===== config.mk =====
export PLATFORM = sky130hd
export DESIGN_NAME = led_share_arbiter
export DESIGN_NICKNAME = d
export VERILOG_FILES = /design/src/rtl/led_share_arbiter.sv
export SDC_FILE = /design/constraint.sdc
export NUM_CORES = 1
export LEC_CHECK = 0
export ABC_AREA = 1
export CORE_AREA = 5 5 110 112
export CTS_CLUSTER_SIZE = 30
export DETAILED_ROUTE_END_ITERATION = 7
export DIE_AREA = 0 0 115 117
export GPL_TIMING_DRIVEN = 1
export MAX_ROUTING_LAYER = met4
export PLACE_DENSITY = 0.49
export SETUP_SLACK_MARGIN = 0.3
export SYNTH_ARGS = -nofsm -noshare
export SYNTH_HDL_FRONTEND = slang
export SYNTH_SLANG_ARGS = --single-unit

===== constraint.sdc =====
create_clock -name clk -period 4.6 [get_ports clk]
set_clock_uncertainty 0.05 [all_clocks]
set_input_delay 0.92 -clock clk [delete_from_list [all_inputs] [get_ports clk]]
set_output_delay 0.92 -clock clk [all_outputs]
set_load 0.01 [all_outputs]

===== src/rtl/led_share_arbiter.sv =====
`default_nettype none
// ============================================================================
// Module   : led_share_arbiter
// Brief    : Round-robin sharing of one LED bank among NUM_REQ status
//            sources. A granted pattern is latched and shown for DWELL_CYCLES,
//            followed by a blank gap of GAP_CYCLES before the next grant.
//            Optional macro LED_BLINK_EN blinks the shown pattern with a
//            half-period of BLINK_CYCLES.
// Revision : 1.0 - initial release
// ============================================================================
module led_share_arbiter #(
    parameter int NUM_REQ      = 4,
    parameter int LED_W        = 4,
    parameter int DWELL_CYCLES = 50_000_000,
    parameter int GAP_CYCLES   = 5_000_000,
    parameter int BLINK_CYCLES = 12_500_000
) (
    input  logic                     clk,
    input  logic                     nrst,
    input  logic [NUM_REQ-1:0]       req,
    input  logic [NUM_REQ*LED_W-1:0] pattern,
    output logic [NUM_REQ-1:0]       grant,
    output logic [NUM_REQ-1:0]       done,
    output logic [LED_W-1:0]         led,
    output logic                     busy
);

    localparam int C_MAX_DG = (DWELL_CYCLES > GAP_CYCLES) ? DWELL_CYCLES : GAP_CYCLES;
    localparam int C_MAX    = (C_MAX_DG > BLINK_CYCLES) ? C_MAX_DG : BLINK_CYCLES;
    localparam int CW       = $clog2(C_MAX + 1);
    localparam int PW       = (NUM_REQ > 1) ? $clog2(NUM_REQ) : 1;

    localparam logic [CW-1:0] C_DWELL_LAST = CW'(DWELL_CYCLES - 1);
    localparam logic [CW-1:0] C_GAP_LAST   = (GAP_CYCLES > 0) ? CW'(GAP_CYCLES - 1) : '0;
    localparam logic [PW-1:0] C_PTR_INIT   = PW'(NUM_REQ - 1);

    typedef enum logic [1:0] {
        S_IDLE = 2'd0,
        S_SHOW = 2'd1,
        S_GAP  = 2'd2
    } state_t;

    // Owner of the current/last grant doubles as the round-robin pointer.
    state_t              r_state, w_state;
    logic [CW-1:0]       r_cnt,   w_cnt;
    logic [PW-1:0]       r_ptr,   w_ptr;
    logic [NUM_REQ-1:0]  r_grant, w_grant;
    logic [NUM_REQ-1:0]  r_done,  w_done;
    logic [LED_W-1:0]    r_led,   w_led;
    logic                r_busy,  w_busy;

`ifdef LED_BLINK_EN
    localparam logic [CW-1:0] C_BLINK_LAST = (BLINK_CYCLES > 0) ? CW'(BLINK_CYCLES - 1) : '0;
    logic [LED_W-1:0]    r_pat,   w_pat;
    logic [CW-1:0]       r_bcnt,  w_bcnt;
    logic                r_bon,   w_bon;
`endif

    logic                w_found;
    logic [PW-1:0]       w_sel;
    logic [PW-1:0]       w_idx;

    // Round-robin search: first set request after the last owner, wrapping.
    always_comb begin
        w_found = 1'b0;
        w_sel   = r_ptr;
        w_idx   = '0;
        for (int i = 1; i <= NUM_REQ; i++) begin
            w_idx = PW'((int'(r_ptr) + i) % NUM_REQ);
            if (!w_found && req[w_idx]) begin
                w_found = 1'b1;
                w_sel   = w_idx;
            end
        end
    end

    // Next-state and next-output logic; every output is taken from a register.
    always_comb begin
        w_state = r_state;
        w_cnt   = r_cnt;
        w_ptr   = r_ptr;
        w_grant = r_grant;
        w_done  = '0;
        w_led   = r_led;
`ifdef LED_BLINK_EN
        w_pat   = r_pat;
        w_bcnt  = r_bcnt;
        w_bon   = r_bon;
`endif
        case (r_state)
            S_IDLE: begin
                if (w_found) begin
                    w_state        = S_SHOW;
                    w_cnt          = '0;
                    w_ptr          = w_sel;
                    w_grant        = '0;
                    w_grant[w_sel] = 1'b1;
                    w_led          = pattern[w_sel*LED_W +: LED_W];
`ifdef LED_BLINK_EN
                    w_pat          = pattern[w_sel*LED_W +: LED_W];
                    w_bcnt         = '0;
                    w_bon          = 1'b1;
`endif
                end
            end
            S_SHOW: begin
                // Normal end has priority over a coincident request drop.
                if ((r_cnt == C_DWELL_LAST) || !req[r_ptr]) begin
                    if (r_cnt == C_DWELL_LAST) begin
                        w_done[r_ptr] = 1'b1;
                    end
                    w_grant = '0;
                    w_led   = '0;
                    w_cnt   = '0;
                    w_state = (GAP_CYCLES == 0) ? S_IDLE : S_GAP;
                end else begin
                    w_cnt = r_cnt + 1'b1;
`ifdef LED_BLINK_EN
                    if (r_bcnt == C_BLINK_LAST) begin
                        w_bcnt = '0;
                        w_bon  = ~r_bon;
                        w_led  = r_bon ? '0 : r_pat;
                    end else begin
                        w_bcnt = r_bcnt + 1'b1;
                        w_led  = r_bon ? r_pat : '0;
                    end
`endif
                end
            end
            S_GAP: begin
                if (r_cnt == C_GAP_LAST) begin
                    w_state = S_IDLE;
                    w_cnt   = '0;
                end else begin
                    w_cnt = r_cnt + 1'b1;
                end
            end
            default: begin
                w_state = S_IDLE;
                w_cnt   = '0;
                w_grant = '0;
                w_led   = '0;
            end
        endcase
        w_busy = (w_state != S_IDLE);
    end

    // State and output registers with asynchronous active-low reset.
    always_ff @(posedge clk or negedge nrst) begin
        if (!nrst) begin
            r_state <= S_IDLE;
            r_cnt   <= '0;
            r_ptr   <= C_PTR_INIT;
            r_grant <= '0;
            r_done  <= '0;
            r_led   <= '0;
            r_busy  <= 1'b0;
`ifdef LED_BLINK_EN
            r_pat   <= '0;
            r_bcnt  <= '0;
            r_bon   <= 1'b0;
`endif
        end else begin
            r_state <= w_state;
            r_cnt   <= w_cnt;
            r_ptr   <= w_ptr;
            r_grant <= w_grant;
            r_done  <= w_done;
            r_led   <= w_led;
            r_busy  <= w_busy;
`ifdef LED_BLINK_EN
            r_pat   <= w_pat;
            r_bcnt  <= w_bcnt;
            r_bon   <= w_bon;
`endif
        end
    end

    assign grant = r_grant;
    assign done  = r_done;
    assign led   = r_led;
    assign busy  = r_busy;

endmodule
`default_nettype wire


# Word level (Yosys, flattened, before mapping)
# Cells that the tools add are included.
[classes] addsub=5 order_cmp=8 n_eq_ne=6 shifts=1 n_mux=38 n_bitwise=1 reduce_logical=14
[ops] cell="$mux W26" n=3
[ops] cell="$pmux W26 S3" n=1
[ops] cell="$add A26 B1 Y26 const B" n=1
[ops] cell="$eq A26 B23 Y1 const B" n=1
[ops] cell="$eq A26 B26 Y1 const B" n=1
[ops] cell="$mux W4" n=6
[ops] cell="$pmux W4 S3" n=2
[ops] cell="$lt A2 B3 Y1 const B" n=6
[ops] cell="$shiftx A16 B5 Y4" n=1
[ops] cell="$mux W2" n=7
[ops] cell="$mux W1" n=11
[ops] cell="$bmux W1 S2" n=5
[ops] cell="$pmux W2 S3" n=1
[ops] cell="$logic_and A1 B1 Y1" n=5
[ops] cell="$add A2 B1 Y2 const B" n=2
[ops] cell="$add A2 B2 Y2 const B" n=2
[ops] cell="$demux W1 S2" n=2
[ops] cell="$ge A2 B1 Y1 const B" n=2
[ops] cell="$logic_not A1 Y1" n=4
[ops] cell="$ne A2 B2 Y1 const B" n=2
[ops] cell="$reduce_and A3 Y1" n=1
[ops] cell="$eq A2 B1 Y1 const B" n=1
[ops] cell="$eq A2 B2 Y1 const B" n=1
[ops] cell="$logic_not A2 Y1" n=1
[ops] cell="other kinds (4)" n=4
[word_totals] regBits=43

# Depth between registers and ports, before layout
# Gate-level depths: netlist of the first run.
[logic_depth] ltp_word=19 ltp_mapped=14

# Worst setup path after synthesis of the first run
# No wires, ideal clock.
[synth_path] kind="reg-to-reg" from="register r_ptr[0]" to="register r_led[0] (netlist: led[0])" setup_ps=117 arrival_ps=1813 t_required_ps=4433 setup_slack_ps=2620 path_stages_with_launch=14 path_buffers=1 path_cell_list="dfstp_2 buf_6 inv_6 ha_1 inv_1 nand2_1 nand2_1 nand2_1 nand2_1 nand2_1 nand3_1 nand3_1 nand3_1 nand2_1"
[synth_between] elab_chain_cells=16 word_cells_on_any_way=36
[synth_lines] element="start, declared" line_no="46" text="logic [PW-1:0] r_ptr, w_ptr;"
[synth_lines] element="start signal, assigned" line_no="166" text="r_ptr <= w_ptr;"
[synth_lines] element="$add A2 B1 Y2" line_no="69" text="w_idx = PW'((int'(r_ptr) + i) % NUM_REQ);"
[synth_lines] element="$bmux W1 S2" line_no="70" text="if (!w_found && req[w_idx]) begin"
[synth_lines] element="$mux W1 (implied by the code)" line_no="70"
[synth_lines] element="$mux W1" line_no="70"
[synth_lines] element="$logic_not A1 Y1" line_no="70"
[synth_lines] element="$logic_and A1 B1 Y1" line_no="70"
[synth_lines] element="$mux W1" line_no="70"
[synth_lines] element="$logic_not A1 Y1" line_no="70"
[synth_lines] element="$logic_and A1 B1 Y1" line_no="70"
[synth_lines] element="$mux W1" line_no="70"
[synth_lines] element="$logic_not A1 Y1" line_no="70"
[synth_lines] element="$logic_and A1 B1 Y1" line_no="70"
[synth_lines] element="$mux W2" line_no="70"
[synth_lines] element="$shiftx A16 B5 Y4" line_no="98" text="w_led = pattern[w_sel*LED_W +: LED_W];"
[synth_lines] element="$mux W4" line_no="92" text="if (w_found) begin"
[synth_lines] element="$pmux W4 S3" line_no="90" text="case (r_state)"
[synth_lines] element="end signal, assigned" line_no="169" text="r_led <= w_led;"
[synth_lines] element="end, declared" line_no="49" text="logic [LED_W-1:0] r_led, w_led;"
# Several ways; a longest one is shown, not always the timed one. The select of a mux whose other input is x is not followed.
# A chain may end at the register's enable or synchronous reset.

# Worst setup path in the final report of the first run
[layout_path] from="input req[3]" to="register r_led[2] (netlist: led[2])"
[layout_between] elab_chain_cells=15 word_cells_on_any_way=32
[layout_lines] element="start, declared" line_no="20" text="input logic [NUM_REQ-1:0] req,"
[layout_lines] element="$bmux W1 S2" line_no="70"
[layout_lines] element="$mux W1 (implied by the code)" line_no="70"
[layout_lines] element="$mux W1" line_no="70"
[layout_lines] element="$logic_not A1 Y1" line_no="70"
[layout_lines] element="$logic_and A1 B1 Y1" line_no="70"
[layout_lines] element="$mux W1" line_no="70"
[layout_lines] element="$logic_not A1 Y1" line_no="70"
[layout_lines] element="$logic_and A1 B1 Y1" line_no="70"
[layout_lines] element="$mux W1" line_no="70"
[layout_lines] element="$logic_not A1 Y1" line_no="70"
[layout_lines] element="$logic_and A1 B1 Y1" line_no="70"
[layout_lines] element="$mux W2" line_no="70"
[layout_lines] element="$shiftx A16 B5 Y4" line_no="98"
[layout_lines] element="$mux W4" line_no="92"
[layout_lines] element="$pmux W4 S3" line_no="90"
# Several ways; a longest one is shown, not always the timed one. The select of a mux whose other input is x is not followed.

==> impl_results.md, run 1 <==
- Outcome: completed
- Pwr Density: 531 nW/um^2
- Routed WL: 8660 microns
- Maximum number of pins on one net before global-route repair: 44
- Final core utilization: 34.8%
- DRC violation total after the first TritonRoute iteration: 144
- Power Internal: 1.11 mW
- Final number of setup-violating endpoints: 0
- Combinational share of power: 53.1%
- Die outline height: 117 microns
- MaxCap Viol Count: 0
- Yosys reg bits: 43
- HP Class: flip-flop to flip-flop
- HPWL Detailed: 6640 microns
- Total of warnings raised by yosys: 0
- Most common cell after layout, fill and taps aside: sky130_fd_sc_hd__nand2_1
- Normalized max-slew margin: 31.3%
- Nature of the critical path endpoint: flip-flop
- Post-route setup slack: 1880 ps
- Net switching power: 0.945 mW
- Crit Path Category: input port to flip-flop
- Placed Cells: 644
- Vias in the first global route: 3,039
- Crit path arrival time: 2860 ps
- CTS tree: done
- Total global routing overflow: 0
- Worst-case vdd ir drop: 0.331 mV
- Library cell appearing most often on the critical path: sky130_fd_sc_hd__nand2_1
- Post-CTS setup buffer count: 0
- Floorplan die area: 13,500 sq um
- Share of total power in the clock network: 22.6%
- Worst skew pair latency: 290 ps
- Cells after synthesis: 475
- Weighted congestion reported at the end of routability-driven placement: 0.898
- Initial antenna violation count: 0
- Buffer and inverter count on the worst path: 2
- Clock-pin slew of the registers on the worst-case setup and hold paths: 60 ps
- Hold_buf cts: 0
- Via/cell ratio: 4.65
- Number of nets in the finished design: 539
- Biggest area contributors in the synthesized netlist: sky130_fd_sc_hd__dfrtp_1 (32%), sky130_fd_sc_hd__nand2_1 (15%), sky130_fd_sc_hd__nand3_1 (11%), sky130_fd_sc_hd__nor2_1 (8.0%), sky130_fd_sc_hd__inv_1 (6.4%)
- Peak Freq: 0.368 GHz
- CP Cell Sequence: clkdlybuf4s50_1, inv_1, nand2_1, nand2_1, nand2_1, nand2_2, nand4_4, nand3_4, nor2_8, nand3_1, nand2_1
- Portion of total power attributed to sequential cells: 24.2%
- Worst Min Path Start: led[1]
- Post-route insts no fill: 652
- Crit-path max cell delay: 470 ps
- Total via count in the routed design: 3,035
- Highest-delay cell along the critical path: sky130_fd_sc_hd__nand4_4
- Antenna fix cells: 0
- Library cell used as clock root buffer: sky130_fd_sc_hd__clkbuf_16
- Global-route wire length before repair: 14,900 microns
- CTS Sinks: 43
- Largest delay contributor family on the critical path: simple AND/OR/NAND/NOR gates
- Most frequent cells in the layout: sky130_fd_sc_hd__nand2_1 (127), sky130_fd_sc_hd__nor2_1 (69), sky130_fd_sc_hd__nand3_1 (68), sky130_fd_sc_hd__inv_1 (55), sky130_fd_sc_hd__dfrtp_1 (41)
- Number of buffers on the longest clock path: 2
- Instance area at placement: 3680 sq um
- Switching portion of total power: 46.0%
- Clock buffers created by TritonCTS: 5
- Synthesized area: 3230 sq um
- Startpoint of the worst setup timing path: req[3]
- Floorplan die width: 115 microns
- Placement Rows: 39
- Accumulated negative setup slack: 0 ps
- Minimum hold slack: 432 ps
- Slew of the pin with the lowest slew margin: 1030 ps
- Beginning of the worst register-to-register path: r_ptr[0]
- Endpoints failing hold: 0
- Share of the yosys chip area belonging to registers: 33.4%
- P&R area growth vs syn: 19.7%
- Core footprint: 11,100 sq um
- DRC violations left: 0
- Layout cells sized above 1: 10.8%
- Synthesized Nets: 506
- Count of input and output buffers: 34
- Kind of start point of the critical path: input port
- Total leakage power: 1.77 nW
- Cell taking the most area after synthesis: sky130_fd_sc_hd__dfrtp_1
- Post-placement setup slack: 1530 ps
- Detailed-route wire length per cell: 13.3 microns
- Biggest fanout along the worst timing path: 30
- Initial Util: 29.0%
- Top-area cell type share of the netlist area: 31.7%
- Design Area, Final: 3870 sq um
- Syn avg cell area: 6.80 sq um
- Setup repair after global routing missed its margin: false
- Cts repair resizes: 0
- Count of nets left with antenna violations after detail routing: 0
- Count of boundary I/O pins: 35
- Max-slew violations: 0
- Post-route clock period utilization: 59.1%
- Required time at the worst-slack endpoint: 4740 ps
- Min Clock Period, post-route: 2720 ps
- Total power consumption of the routed design: 2.06 mW
- H-tree depth: 2
- GRT Overall Usage: 14.3%
- Unique cell type count in the Yosys netlist: 31
- DR pass1 iterations: 4
[synthesized netlist by cell type (all sizes together)]
cell and number:
nand3 75, ha 9, dfrtp 41, inv 64, buf 8, nor2 77, xor2 7, nor3 9
dfstp 2, o21ai 18, a21oi 2, nand2 142, nand4 21
[power by group through the flow]
| stage | Sequential, mW | Combinational (mW) | Clock [mW] |
|---|---|---|---|
| 5_1_grt | 0.507 | 1.25 | 0.491 |
| 6_report | 0.498 | 1.09 | 0.465 |
| 2_1_floorplan | 0.494 | 0.835 | 0 |
| 4_1_cts | 0.500 | 1.11 | 0.479 |
| 3_5_place_dp | 0.506 | 1.11 | 0 |
| 3_3_place_gp | 0.506 | 1.10 | 0 |
[layer usage]
layer / vias to the layer above / share of wire [%] / track usage [%]
met5: - / 0 / -
met4: 0 / 1.0 / 4.23
met3: 5 / 3.5 / 2.06
met2: 74 / 47 / 23.1
met1: 1369 / 49 / 18.6
li1: 1587 / - / -
[worst paths after layout]
path / slack, ps / cells after the start / endpoint
worst max-delay path: 1880 / 11 / led[2]
worst min-delay path: 430 / 2 / led[1]
worst max register to register: 2240 / 9 / led[2]
worst min register to register: 430 / 2 / led[1]
max in group asynchronous: 3100 / 1 / r_cnt[12]
min in group asynchronous: 770 / 1 / r_cnt[15]
[layout make-up]
type	count	area, sq um
inverter	64	250
timing repair buffer	34	335
clock buffer	5	125
fill	1212	7260
multi-input combinational	360	1830
sequential	43	1080
clock inverter	3	67.6
tap	143	179
[tightest hold or removal path: stages, from the launching register on]
cell                      delay [ps]
sky130_fd_sc_hd__dfrtp_1         340
sky130_fd_sc_hd__nand2_1          60
sky130_fd_sc_hd__nand2_1          50
[cell families (layout without fill, tap and decap cells)]
kind of cell / Yosys count / after routing / share of synthesized area, %
AO/OA/AOI/OAI: 20 / 20 / 3.33
XOR/XNOR: 7 / 7 / 1.90
adder cells (fa/ha/maj): 9 / 9 / 3.48
buffers and inverters: 72 / 106 / 9.91
flip-flops: 43 / 43 / 33.4
AND/OR/NAND/NOR: 324 / 324 / 48.0
[registers in the layout, summed over array words and instances (netlist names)]
name and flops:
r_ptr 2, led 4, busy 1, done 4
r_state 2, grant 4, r_cnt 26
No activity file was read; power rests on OpenSTA's default activity.
==> inputs of run 2 (changes only) <==
==> constraint.sdc (replaced) <==
create_clock -name clk -period 2.8 [get_ports clk]
set_clock_uncertainty 0.05 [all_clocks]
set_input_delay 0.56 -clock clk [delete_from_list [all_inputs] [get_ports clk]]
set_output_delay 0.56 -clock clk [all_outputs]
set_load 0.01 [all_outputs]
==> impl_results.md, run 2 (same netlist as run 1, synthesis figures left out) <==
- Endpoints failing hold: 0 (unchanged)
- Outcome: completed (unchanged)
- Library cell used as clock root buffer: sky130_fd_sc_hd__clkbuf_16 (unchanged)
- Pwr Density: 866 nW/um^2 (was 531 nW/um^2)
- Capture instance of the worst register-to-register path: led[2] (unchanged)
- Vias in the first global route: 3,162 (was 3,039)
- DRC violations left: 0 (unchanged)
- Most common cell after layout, fill and taps aside: sky130_fd_sc_hd__nand2_1 (unchanged)
- Clock-pin slew of the registers on the worst-case setup and hold paths: 60 ps (about the same)
- Detailed-route wire length per cell: 13.7 microns (was 13.3 microns)
- Core footprint: 11,100 sq um (unchanged)
- HPWL Detailed: 6780 microns (was 6640 microns)
- CTS tree: done (unchanged)
- Floorplan die width: 115 microns (unchanged)
- Most frequent cells in the layout: sky130_fd_sc_hd__nand2_1 (126), sky130_fd_sc_hd__nor2_1 (69), sky130_fd_sc_hd__nand3_1 (68), sky130_fd_sc_hd__inv_1 (55), sky130_fd_sc_hd__dfrtp_1 (41) (was sky130_fd_sc_hd__nand2_1 (127), sky130_fd_sc_hd__nor2_1 (69), sky130_fd_sc_hd__nand3_1 (68), sky130_fd_sc_hd__inv_1 (55), sky130_fd_sc_hd__dfrtp_1 (41))
- Total via count in the routed design: 3,085 (was 3,035)
- Slew of the pin with the lowest slew margin: 493 ps (was 1030 ps)
- DRC violation total after the first TritonRoute iteration: 221 (was 144)
- Final number of setup-violating endpoints: 0 (unchanged)
- Antenna fix cells: 0 (unchanged)
- GRT Overall Usage: 14.6% (was 14.3%)
- HP Class: input port to asynchronous set/reset pin (was flip-flop to flip-flop)
- Post-placement setup slack: 187 ps (was 1530 ps)
- Hold_buf cts: 0 (unchanged)
- Weighted congestion reported at the end of routability-driven placement: 0.904 (was 0.898)
- DR pass1 iterations: 4 (unchanged)
- Clock buffers created by TritonCTS: 5 (unchanged)
- Biggest fanout along the worst timing path: 12 (was 30)
- Beginning of the worst register-to-register path: r_ptr[0] (unchanged)
- H-tree depth: 2 (unchanged)
- Kind of start point of the critical path: flip-flop (was input port)
- Placement Rows: 39 (unchanged)
- Min Clock Period, post-route: 2260 ps
- MaxCap Viol Count: 0 (unchanged)
- Required time at the worst-slack endpoint: 2930 ps (was 4740 ps)
- Peak Freq: 0.443 GHz
- Normalized max-slew margin: 67.0% (was 31.3%)
- Number of flip-flops under the largest register name: 26 (unchanged)
- Initial Util: 29.0% (unchanged)
- Number of buffers on the longest clock path: 2 (unchanged)
- Worst skew pair latency: 290 ps (about the same)
- Reg with most FFs: r_cnt (unchanged)
- Global-route wire length before repair: 15,300 microns (was 14,900 microns)
- Post-route insts no fill: 655 (was 652)
- Setup slack of the worst register-to-register path: 540 ps (was 2240 ps)
- Count of input and output buffers: 34 (unchanged)
- Crit Path Category: flip-flop to flip-flop (was input port to flip-flop)
- Minimum hold slack: 129 ps (was 432 ps)
- FF-to-FF path depth: 12 (was 9)
- Post-CTS setup buffer count: 0 (unchanged)
- Post-route clock period utilization: 80.6%
- Total global routing overflow: 0 (unchanged)
- Count of nets left with antenna violations after detail routing: 0 (unchanged)
- Setup repair after global routing missed its margin: false (unchanged)
- Post-route setup slack: 543 ps (was 1880 ps)
- Maximum number of pins on one net before global-route repair: 29 (was 44)
- Total power consumption of the routed design: 3.36 mW (was 2.06 mW)
- CTS Sinks: 43 (unchanged)
- P&R area growth vs syn: 20.2% (was 19.7%)
- Cts repair resizes: 0 (unchanged)
- Count of boundary I/O pins: 35 (unchanged)
- Worst-case vdd ir drop: 0.564 mV (was 0.331 mV)
- Placed Cells: 646 (was 644)
- Nature of the critical path endpoint: flip-flop (unchanged)
- Number of nets in the finished design: 542 (was 539)
- Total leakage power: 1.79 nW (was 1.77 nW)
- Max-slew violations: 0 (unchanged)
- Crit path arrival time: 2390 ps (was 2860 ps)
- Via/cell ratio: 4.71 (was 4.65)
- Accumulated negative setup slack: 0 ps (unchanged)
- Routed WL: 8970 microns (was 8660 microns)
- Floorplan die area: 13,500 sq um (unchanged)
- Die outline height: 117 microns (unchanged)
- Initial antenna violation count: 0 (unchanged)
- Layout cells sized above 1: 11.5% (was 10.8%)
-- run 2: changes by cell type in the layout (fill, tap and decap cells not counted), sizes merged --
cell      previous run  this run
buf                  1         3
bufinv               2         1
clkbuf               5         6
clkinv               0         1
clkinvlp             1         0
nand4               21        22
-- run 2: through the flow --
| stage | instance area (sq um) | util, % |
|---|---|---|
| floorplan | 3230 | - |
| global placement | 3690 | 33.2 |
| detailed placement | 3690 | 33.2 |
| CTS | 3860 | 34.7 |
| global route | 3880 | 34.9 |
| finish | 3880 | 34.9 |
-- run 2: critical path: stages, from the launching register on --
cell and delay (ps):
sky130_fd_sc_hd__dfstp_4 710, sky130_fd_sc_hd__inv_6 70, sky130_fd_sc_hd__ha_1 360, sky130_fd_sc_hd__inv_1 90
sky130_fd_sc_hd__nand2_1 50, sky130_fd_sc_hd__nand2_1 70, sky130_fd_sc_hd__nand2_1 90, sky130_fd_sc_hd__nand2_1 110
sky130_fd_sc_hd__nand2_1 180, sky130_fd_sc_hd__nand3_1 120, sky130_fd_sc_hd__nand3_1 90, sky130_fd_sc_hd__nand3_1 100
sky130_fd_sc_hd__nand2_1 50
-- run 2: worst max path at each step --
stage              from        to  slack [ps]
5_1_grt        r_ptr[0]    led[1]         350
4_1_cts        r_ptr[0]    led[2]         460
6_report       r_ptr[0]    led[2]         540
3_5_place_dp     req[3]    led[3]         190
3_3_place_gp     req[3]  r_cnt[7]         200
2_1_floorplan  r_ptr[0]    led[0]         820
-- run 2: final cells by class --
class                           instances  area (sq um)
Clock buffer                            6           139
Clock inverter                          2          35.0
Fill cell                            1230          7240
Inverter                               64           250
Multi-Input combinational cell        361          1850
Sequential cell                        43          1080
Tap cell                              143           179
Timing Repair Buffer                   36           350
-- run 2: routing by layer --
metal  vias to the layer above  wire (microns)  global-route usage (%)
met5                         -               0                       -
met1                      1415            4320                    18.6
met4                         0              85                    6.34
li1                       1596               -                       -
met2                        67            4140                    22.8
met3                         7             425                    2.62
-- run 2: report_power, final --
| group | internal [mW] | switching, mW | leakage, nW |
|---|---|---|---|
| Sequential | 0.735 | 0.0869 | 0.583 |
| Combinational | 0.596 | 1.25 | 1.12 |
| Clock | 0.444 | 0.247 | 0.0868 |
| Total | 1.77 | 1.59 | 1.79 |
